===== config.mk =====
export PLATFORM = sky130hd
export DESIGN_NAME = ssram_port_arbiter_flat
export DESIGN_NICKNAME = d
export VERILOG_FILES = /design/src/rtl/ssram_port_arbiter_if.sv /design/src/rtl/ssram_port_arbiter.sv /design/src/flat_wrapper.sv
export SDC_FILE = /design/constraint.sdc
export NUM_CORES = 1
export LEC_CHECK = 0
export BUFFER_PORTS_ARGS = -buffer_cell sky130_fd_sc_hd__buf_2
export CAP_MARGIN = 20
export CORE_ASPECT_RATIO = 1.1
export CORE_MARGIN = 10
export CORE_UTILIZATION = 35
export CTS_CLUSTER_DIAMETER = 50
export CTS_CLUSTER_SIZE = 14
export DETAILED_ROUTE_END_ITERATION = 8
export HOLD_SLACK_MARGIN = 0.03
export PLACE_DENSITY = 0.77
export SLEW_MARGIN = 20
export SYNTH_ARGS = -nofsm -noshare
export SYNTH_HDL_FRONTEND = slang
export SYNTH_SLANG_ARGS = --single-unit
export TNS_END_PERCENT = 50

===== constraint.sdc =====
create_clock -name HCLK -period 1.35 [get_ports HCLK]
set_input_delay 0.27 -clock HCLK [delete_from_list [all_inputs] [get_ports HCLK]]
set_output_delay 0.27 -clock HCLK [all_outputs]
set_load 0.1 [all_outputs]

===== src/rtl/ssram_port_arbiter_if.sv =====
// Signal bundle between the SSRAM port arbiter and its requesters/SRAM.
// slave = arbiter side, master = environment side; b_starve_cnt exists only with B_STARVE_CNT_EN.
interface ssram_port_arbiter_if #(
    parameter int unsigned AW = 12
`ifdef B_STARVE_CNT_EN
    , parameter int unsigned CW = 8
`endif
);
    logic [AW-1:0] a_addr;
    logic          a_en;
    logic [3:0]    a_enb;
    logic [3:0]    a_wb;
    logic          a_we;
    logic [31:0]   a_din;
    logic [31:0]   a_dout;
    logic          b_valid;
    logic          b_ready;
    logic [AW-1:0] b_addr;
    logic          b_we;
    logic [3:0]    b_wb;
    logic [31:0]   b_din;
    logic          b_rvalid;
    logic [31:0]   b_rdata;
    logic [AW-1:0] sram_addr;
    logic          sram_en;
    logic [3:0]    sram_enb;
    logic [3:0]    sram_wb;
    logic          sram_we;
    logic [31:0]   sram_din;
    logic [31:0]   sram_dout;
`ifdef B_STARVE_CNT_EN
    logic [CW-1:0] b_starve_cnt;
`endif

    modport slave (
`ifdef B_STARVE_CNT_EN
        output b_starve_cnt,
`endif
        input  a_addr, a_en, a_enb, a_wb, a_we, a_din,
        output a_dout,
        input  b_valid, b_addr, b_we, b_wb, b_din,
        output b_ready, b_rvalid, b_rdata,
        output sram_addr, sram_en, sram_enb, sram_wb, sram_we, sram_din,
        input  sram_dout
    );

    modport master (
`ifdef B_STARVE_CNT_EN
        input  b_starve_cnt,
`endif
        output a_addr, a_en, a_enb, a_wb, a_we, a_din,
        input  a_dout,
        output b_valid, b_addr, b_we, b_wb, b_din,
        input  b_ready, b_rvalid, b_rdata,
        input  sram_addr, sram_en, sram_enb, sram_wb, sram_we, sram_din,
        output sram_dout
    );
endinterface


===== src/rtl/ssram_port_arbiter.sv =====
// Shares one single-port SSRAM between port A (bridge, absolute priority) and a buffered valid/ready port B.
// Optional macro B_STARVE_CNT_EN adds a saturating port-B wait-cycle counter (b_starve_cnt).
module ssram_port_arbiter #(
    parameter int unsigned AW = 12
`ifdef B_STARVE_CNT_EN
    , parameter int unsigned CW = 8
`endif
) (
    input logic                 HCLK,
    input logic                 HRESETn,
    ssram_port_arbiter_if.slave bus
);
    logic          pend_q, pend_d;
    logic [AW-1:0] addr_q, addr_d;
    logic          we_q, we_d;
    logic [3:0]    wb_q, wb_d;
    logic [31:0]   din_q, din_d;
    logic          rd_b_q, rd_b_d;
    logic          issue_b;
    logic          accept;

    // B only uses cycles A leaves idle, so A's read data is never clobbered.
    assign issue_b     = pend_q & ~bus.a_en;
    assign bus.b_ready = ~pend_q | issue_b;
    assign accept      = bus.b_valid & bus.b_ready;

    assign bus.a_dout   = bus.sram_dout;
    assign bus.b_rdata  = bus.sram_dout;
    assign bus.b_rvalid = rd_b_q;

    always_comb begin
        pend_d = pend_q;
        addr_d = addr_q;
        we_d   = we_q;
        wb_d   = wb_q;
        din_d  = din_q;
        if (accept) begin
            pend_d = 1'b1;
            addr_d = bus.b_addr;
            we_d   = bus.b_we;
            wb_d   = bus.b_wb;
            din_d  = bus.b_din;
        end else if (issue_b) begin
            pend_d = 1'b0;
        end
        rd_b_d = issue_b & ~we_q;
    end

    always_comb begin
        bus.sram_addr = '0;
        bus.sram_en   = 1'b0;
        bus.sram_enb  = '0;
        bus.sram_wb   = '0;
        bus.sram_we   = 1'b0;
        bus.sram_din  = '0;
        if (bus.a_en) begin
            bus.sram_addr = bus.a_addr;
            bus.sram_en   = 1'b1;
            bus.sram_enb  = bus.a_enb;
            bus.sram_wb   = bus.a_wb;
            bus.sram_we   = bus.a_we;
            bus.sram_din  = bus.a_din;
        end else if (issue_b) begin
            bus.sram_addr = addr_q;
            bus.sram_en   = 1'b1;
            bus.sram_enb  = wb_q;
            bus.sram_wb   = we_q ? wb_q : 4'b0000;
            bus.sram_we   = we_q;
            bus.sram_din  = din_q;
        end
    end

    always_ff @(posedge HCLK or negedge HRESETn) begin
        if (!HRESETn) begin
            pend_q <= 1'b0;
            addr_q <= '0;
            we_q   <= 1'b0;
            wb_q   <= '0;
            din_q  <= '0;
            rd_b_q <= 1'b0;
        end else begin
            pend_q <= pend_d;
            addr_q <= addr_d;
            we_q   <= we_d;
            wb_q   <= wb_d;
            din_q  <= din_d;
            rd_b_q <= rd_b_d;
        end
    end

`ifdef B_STARVE_CNT_EN
    logic [CW-1:0] starve_q, starve_d;

    always_comb begin
        starve_d = starve_q;
        if (issue_b)
            starve_d = '0;
        else if (pend_q && bus.a_en && !(&starve_q))
            starve_d = starve_q + 1'b1;
    end

    always_ff @(posedge HCLK or negedge HRESETn) begin
        if (!HRESETn)
            starve_q <= '0;
        else
            starve_q <= starve_d;
    end

    assign bus.b_starve_cnt = starve_q;
`endif
endmodule


===== src/flat_wrapper.sv =====
// flat-port wrapper written by rule: the top's interface ports become plain ports
module ssram_port_arbiter_flat 
#(
    parameter int unsigned AW = 12

)
  (HCLK, HRESETn, bus_a_addr, bus_a_en, bus_a_enb, bus_a_wb, bus_a_we, bus_a_din, bus_a_dout, bus_b_valid, bus_b_addr, bus_b_we, bus_b_wb, bus_b_din, bus_b_ready, bus_b_rvalid, bus_b_rdata, bus_sram_addr, bus_sram_en, bus_sram_enb, bus_sram_wb, bus_sram_we, bus_sram_din, bus_sram_dout);
  ssram_port_arbiter_if #(.AW(AW)) bus_i ();
  input logic HCLK;
  input logic HRESETn;
  input wire logic [$bits(bus_i.a_addr)-1:0] bus_a_addr;
  input wire logic [$bits(bus_i.a_en)-1:0] bus_a_en;
  input wire logic [$bits(bus_i.a_enb)-1:0] bus_a_enb;
  input wire logic [$bits(bus_i.a_wb)-1:0] bus_a_wb;
  input wire logic [$bits(bus_i.a_we)-1:0] bus_a_we;
  input wire logic [$bits(bus_i.a_din)-1:0] bus_a_din;
  output wire logic [$bits(bus_i.a_dout)-1:0] bus_a_dout;
  input wire logic [$bits(bus_i.b_valid)-1:0] bus_b_valid;
  input wire logic [$bits(bus_i.b_addr)-1:0] bus_b_addr;
  input wire logic [$bits(bus_i.b_we)-1:0] bus_b_we;
  input wire logic [$bits(bus_i.b_wb)-1:0] bus_b_wb;
  input wire logic [$bits(bus_i.b_din)-1:0] bus_b_din;
  output wire logic [$bits(bus_i.b_ready)-1:0] bus_b_ready;
  output wire logic [$bits(bus_i.b_rvalid)-1:0] bus_b_rvalid;
  output wire logic [$bits(bus_i.b_rdata)-1:0] bus_b_rdata;
  output wire logic [$bits(bus_i.sram_addr)-1:0] bus_sram_addr;
  output wire logic [$bits(bus_i.sram_en)-1:0] bus_sram_en;
  output wire logic [$bits(bus_i.sram_enb)-1:0] bus_sram_enb;
  output wire logic [$bits(bus_i.sram_wb)-1:0] bus_sram_wb;
  output wire logic [$bits(bus_i.sram_we)-1:0] bus_sram_we;
  output wire logic [$bits(bus_i.sram_din)-1:0] bus_sram_din;
  input wire logic [$bits(bus_i.sram_dout)-1:0] bus_sram_dout;
  assign bus_i.a_addr = bus_a_addr;
  assign bus_i.a_en = bus_a_en;
  assign bus_i.a_enb = bus_a_enb;
  assign bus_i.a_wb = bus_a_wb;
  assign bus_i.a_we = bus_a_we;
  assign bus_i.a_din = bus_a_din;
  assign bus_a_dout = bus_i.a_dout;
  assign bus_i.b_valid = bus_b_valid;
  assign bus_i.b_addr = bus_b_addr;
  assign bus_i.b_we = bus_b_we;
  assign bus_i.b_wb = bus_b_wb;
  assign bus_i.b_din = bus_b_din;
  assign bus_b_ready = bus_i.b_ready;
  assign bus_b_rvalid = bus_i.b_rvalid;
  assign bus_b_rdata = bus_i.b_rdata;
  assign bus_sram_addr = bus_i.sram_addr;
  assign bus_sram_en = bus_i.sram_en;
  assign bus_sram_enb = bus_i.sram_enb;
  assign bus_sram_wb = bus_i.sram_wb;
  assign bus_sram_we = bus_i.sram_we;
  assign bus_sram_din = bus_i.sram_din;
  assign bus_i.sram_dout = bus_sram_dout;
  ssram_port_arbiter #(.AW(AW)) u_core (.HCLK(HCLK), .HRESETn(HRESETn), .bus(bus_i));
endmodule

==> impl_metrics.json <==
{
  "syn-num-nets": 452,
  "finClkSkew_ps": 12.4,
  "die_h_um": 119,
  "rr_endpoint": "u_core.din_q[11]",
  "p_leak_nw": 2.51,
  "cts_tree": "built",
  "clkLatencyLatePin_ps": 310,
  "path_cells": "buf_8 -> nand3_1 -> o21ai_4 -> buf_12",
  "htreeDepth": 2,
  "avgSynthCellArea_um2": 9.91,
  "initial_core_util": 0.354,
  "die_w_um": 110,
  "worstHoldPathCells": 2,
  "tightest_slew_ps": 298,
  "irDropWorstVdd_uv": 751,
  "finalSetupViolCount": 104,
  "finalSetupTns_ps": -27980,
  "grt_pass1_wl_mm": 19.1,
  "place.detailed.hpwl_mm": 9.74,
  "drv_cap": 0,
  "crit_start": "u_core.pend_q",
  "ys_ff_latch": 51,
  "areaGrowthSynthToFinish_pct": 71.7,
  "drt_iter0_markers": 130,
  "cp.required_ps": 1080,
  "crit_fanout": 16,
  "worst_slack_ps": -454,
  "grt-ovfl-total": 0,
  "vias_per_cell": 5.10,
  "finalPower_mw": 6.61,
  "n_antenna_cell": 0,
  "coreArea_mm2": 0.00878,
  "cts_sinks": 51,
  "max_freq_mhz": 554,
  "period_needed_ps": 1800,
  "slew_violations": 0,
  "grt_usage": 0.189,
  "io_buffers": 161,
  "status": "complete, but fails checks",
  "fin_crit_sh": 1.34,
  "slew_headroom": 0.801,
  "rsz0062_at_grt": "yes",
  "critPathKind": "reg -> out",
  "grt_start_max_net_pins": 52,
  "drc_errors": 0,
  "r2r_slack_ps": -210,
  "worstRegToRegCells": 4,
  "avgRoutedWirePerCell_um": 24.3,
  "reg2reg_from": "u_core.pend_q",
  "num_rows": 36,
  "cts_buffers": 5,
  "hold_viol_final": 0,
  "antenna_found_initial": 0,
  "synthDistinctLibCells": 17,
  "drive_above_1_share": 0.703,
  "drt-pass1-iter-count": 4,
  "path_clk_slew_ps": 100,
  "synth_area_mm2": 0.00311,
  "antenna_left": 0,
  "netlist_instances": 314,
  "crit_arrival_ps": 1530,
  "dieArea_mm2": 0.0131,
  "crit_path_start_kind": "flop",
  "place.gp.congestion": 0.771,
  "wirelength_mm": 13.0,
  "yosysWarnings": 0,
  "ys_seq_area_frac": 0.410,
  "ios": 258,
  "min_path_type": "in -> reg",
  "violations": "setup timing",
  "clock-root-buffer": "clkbuf_8",
  "vias": 2730,
  "nets": 558,
  "crit_end": "bus_sram_wb[3]",
  "clockBufferDepth": 2,
  "first_global_vias": 3180,
  "slowest_delay_ps": 440,
  "hold-worst-slack_ps": 183,
  "nFillCells": 637,
  "power.density_mw_per_mm2": 1240,
  "end_kind": "output port",
  "crit_slowest_cell": "dfrtp_2"
}
## metrics by stage
step	util	area [µm²]	cells	setup slack [ps]
floorplan	-	3570	314	-205
finish	0.609	5350	535	-454
CTS	0.598	5250	535	-395
global route	0.609	5350	535	-504
detailed placement	0.561	4930	523	-169
global placement	0.561	4930	523	-111
## cell usage in the layout, fill, tap and decap left out, drive strengths merged, types with 2 or more instances in the layout
| cell | Yosys | layout |
|---|---|---|
| a22o | 18 | 18 |
| buf | 80 | 183 |
| bufinv | 0 | 2 |
| clkbuf | 5 | 6 |
| dfrtp | 51 | 51 |
| mux2 | 49 | 49 |
| nand2 | 67 | 67 |
| nand3 | 4 | 4 |
| nor2b | 2 | 2 |
| o21ai | 35 | 35 |
## layout make-up
class                   count  area [µm²]  share of cell area
repair buffers            184        1920               0.359
clock inverters             2        60.1              0.0112
clock buffers               6        72.6              0.0136
well taps                 114         143              0.0267
flip-flops and latches     51        1280               0.239
multi-input cells         178        1880               0.351
## metal layers
layer / GRT usage / routed length (µm)
met1: 0.167 / 3770
met2: 0.337 / 6870
met3: 0.112 / 1950
met4: 0.0790 / 388
met5: 0 / 0
## worst min path at each step
stage	start	to
CTS	bus_b_valid	u_core.pend_q
global route	bus_b_wb[0]	u_core.wb_q[0]
detailed placement	HRESETn	u_core.din_q[27]
global placement	HRESETn	u_core.din_q[25]
finish	bus_b_addr[2]	u_core.addr_q[2]
floorplan	HRESETn	u_core.addr_q[0]
## critical path: cells and delay by family, from the launching register on
kind | cells | cell delay (ps)
and+or+nand+nor | 1 | 170
buffers and inverters | 2 | 370
AOI/OAI and AO/OA | 1 | 230
DFF | 1 | 440
## state kept, by name, summed over array words and instances (netlist names)
name,flops
u_core.din_q,32
u_core.addr_q,12
u_core.wb_q,4
u_core.bus.b_rvalid,1
u_core.pend_q,1
u_core.we_q,1
## power by group
| group | internal (mW) | total, mW | leakage, nW | switching (mW) |
|---|---|---|---|---|
| Sequential | 1.75 | 1.93 | 0.596 | 0.177 |
| Clock | 0.742 | 1.28 | 0.0654 | 0.537 |
| Combinational | 1.37 | 3.40 | 1.84 | 2.03 |
| Total | 3.86 | 6.61 | 2.51 | 2.74 |
## cell usage after synthesis, drive strengths merged
cell type	count	share of area
a21boi	1	0.0036
nand3	4	0.0064
dfrtp	51	0.41
nand2b	1	0.0020
buf	80	0.19
nand2	67	0.081
nor2b	2	0.0040
a22o	18	0.051
mux2	49	0.19
or2	1	0.0020
clkbuf	5	0.0060
o21ai	35	0.056
## kinds of logic (layout without fill, tap and decap cells)
| logic type | Yosys count | after routing | synth area share |
|---|---|---|---|
| flops | 51 | 51 | 0.410 |
| buf+inv | 85 | 192 | 0.195 |
| compound gates | 54 | 54 | 0.111 |
| simple gates | 75 | 75 | 0.0953 |
| mux | 49 | 49 | 0.189 |
## what timing repair did
action	4_1_cts	5_1_grt
hold buffers	1	0
resized for setup	34	18
cloned	1	0
hold endpoints to repair	51	0
endpoints found under the setup margin	103	104
buffers inserted	2	0
pin swaps	2	1
Power figures use the tool's default switching activity.
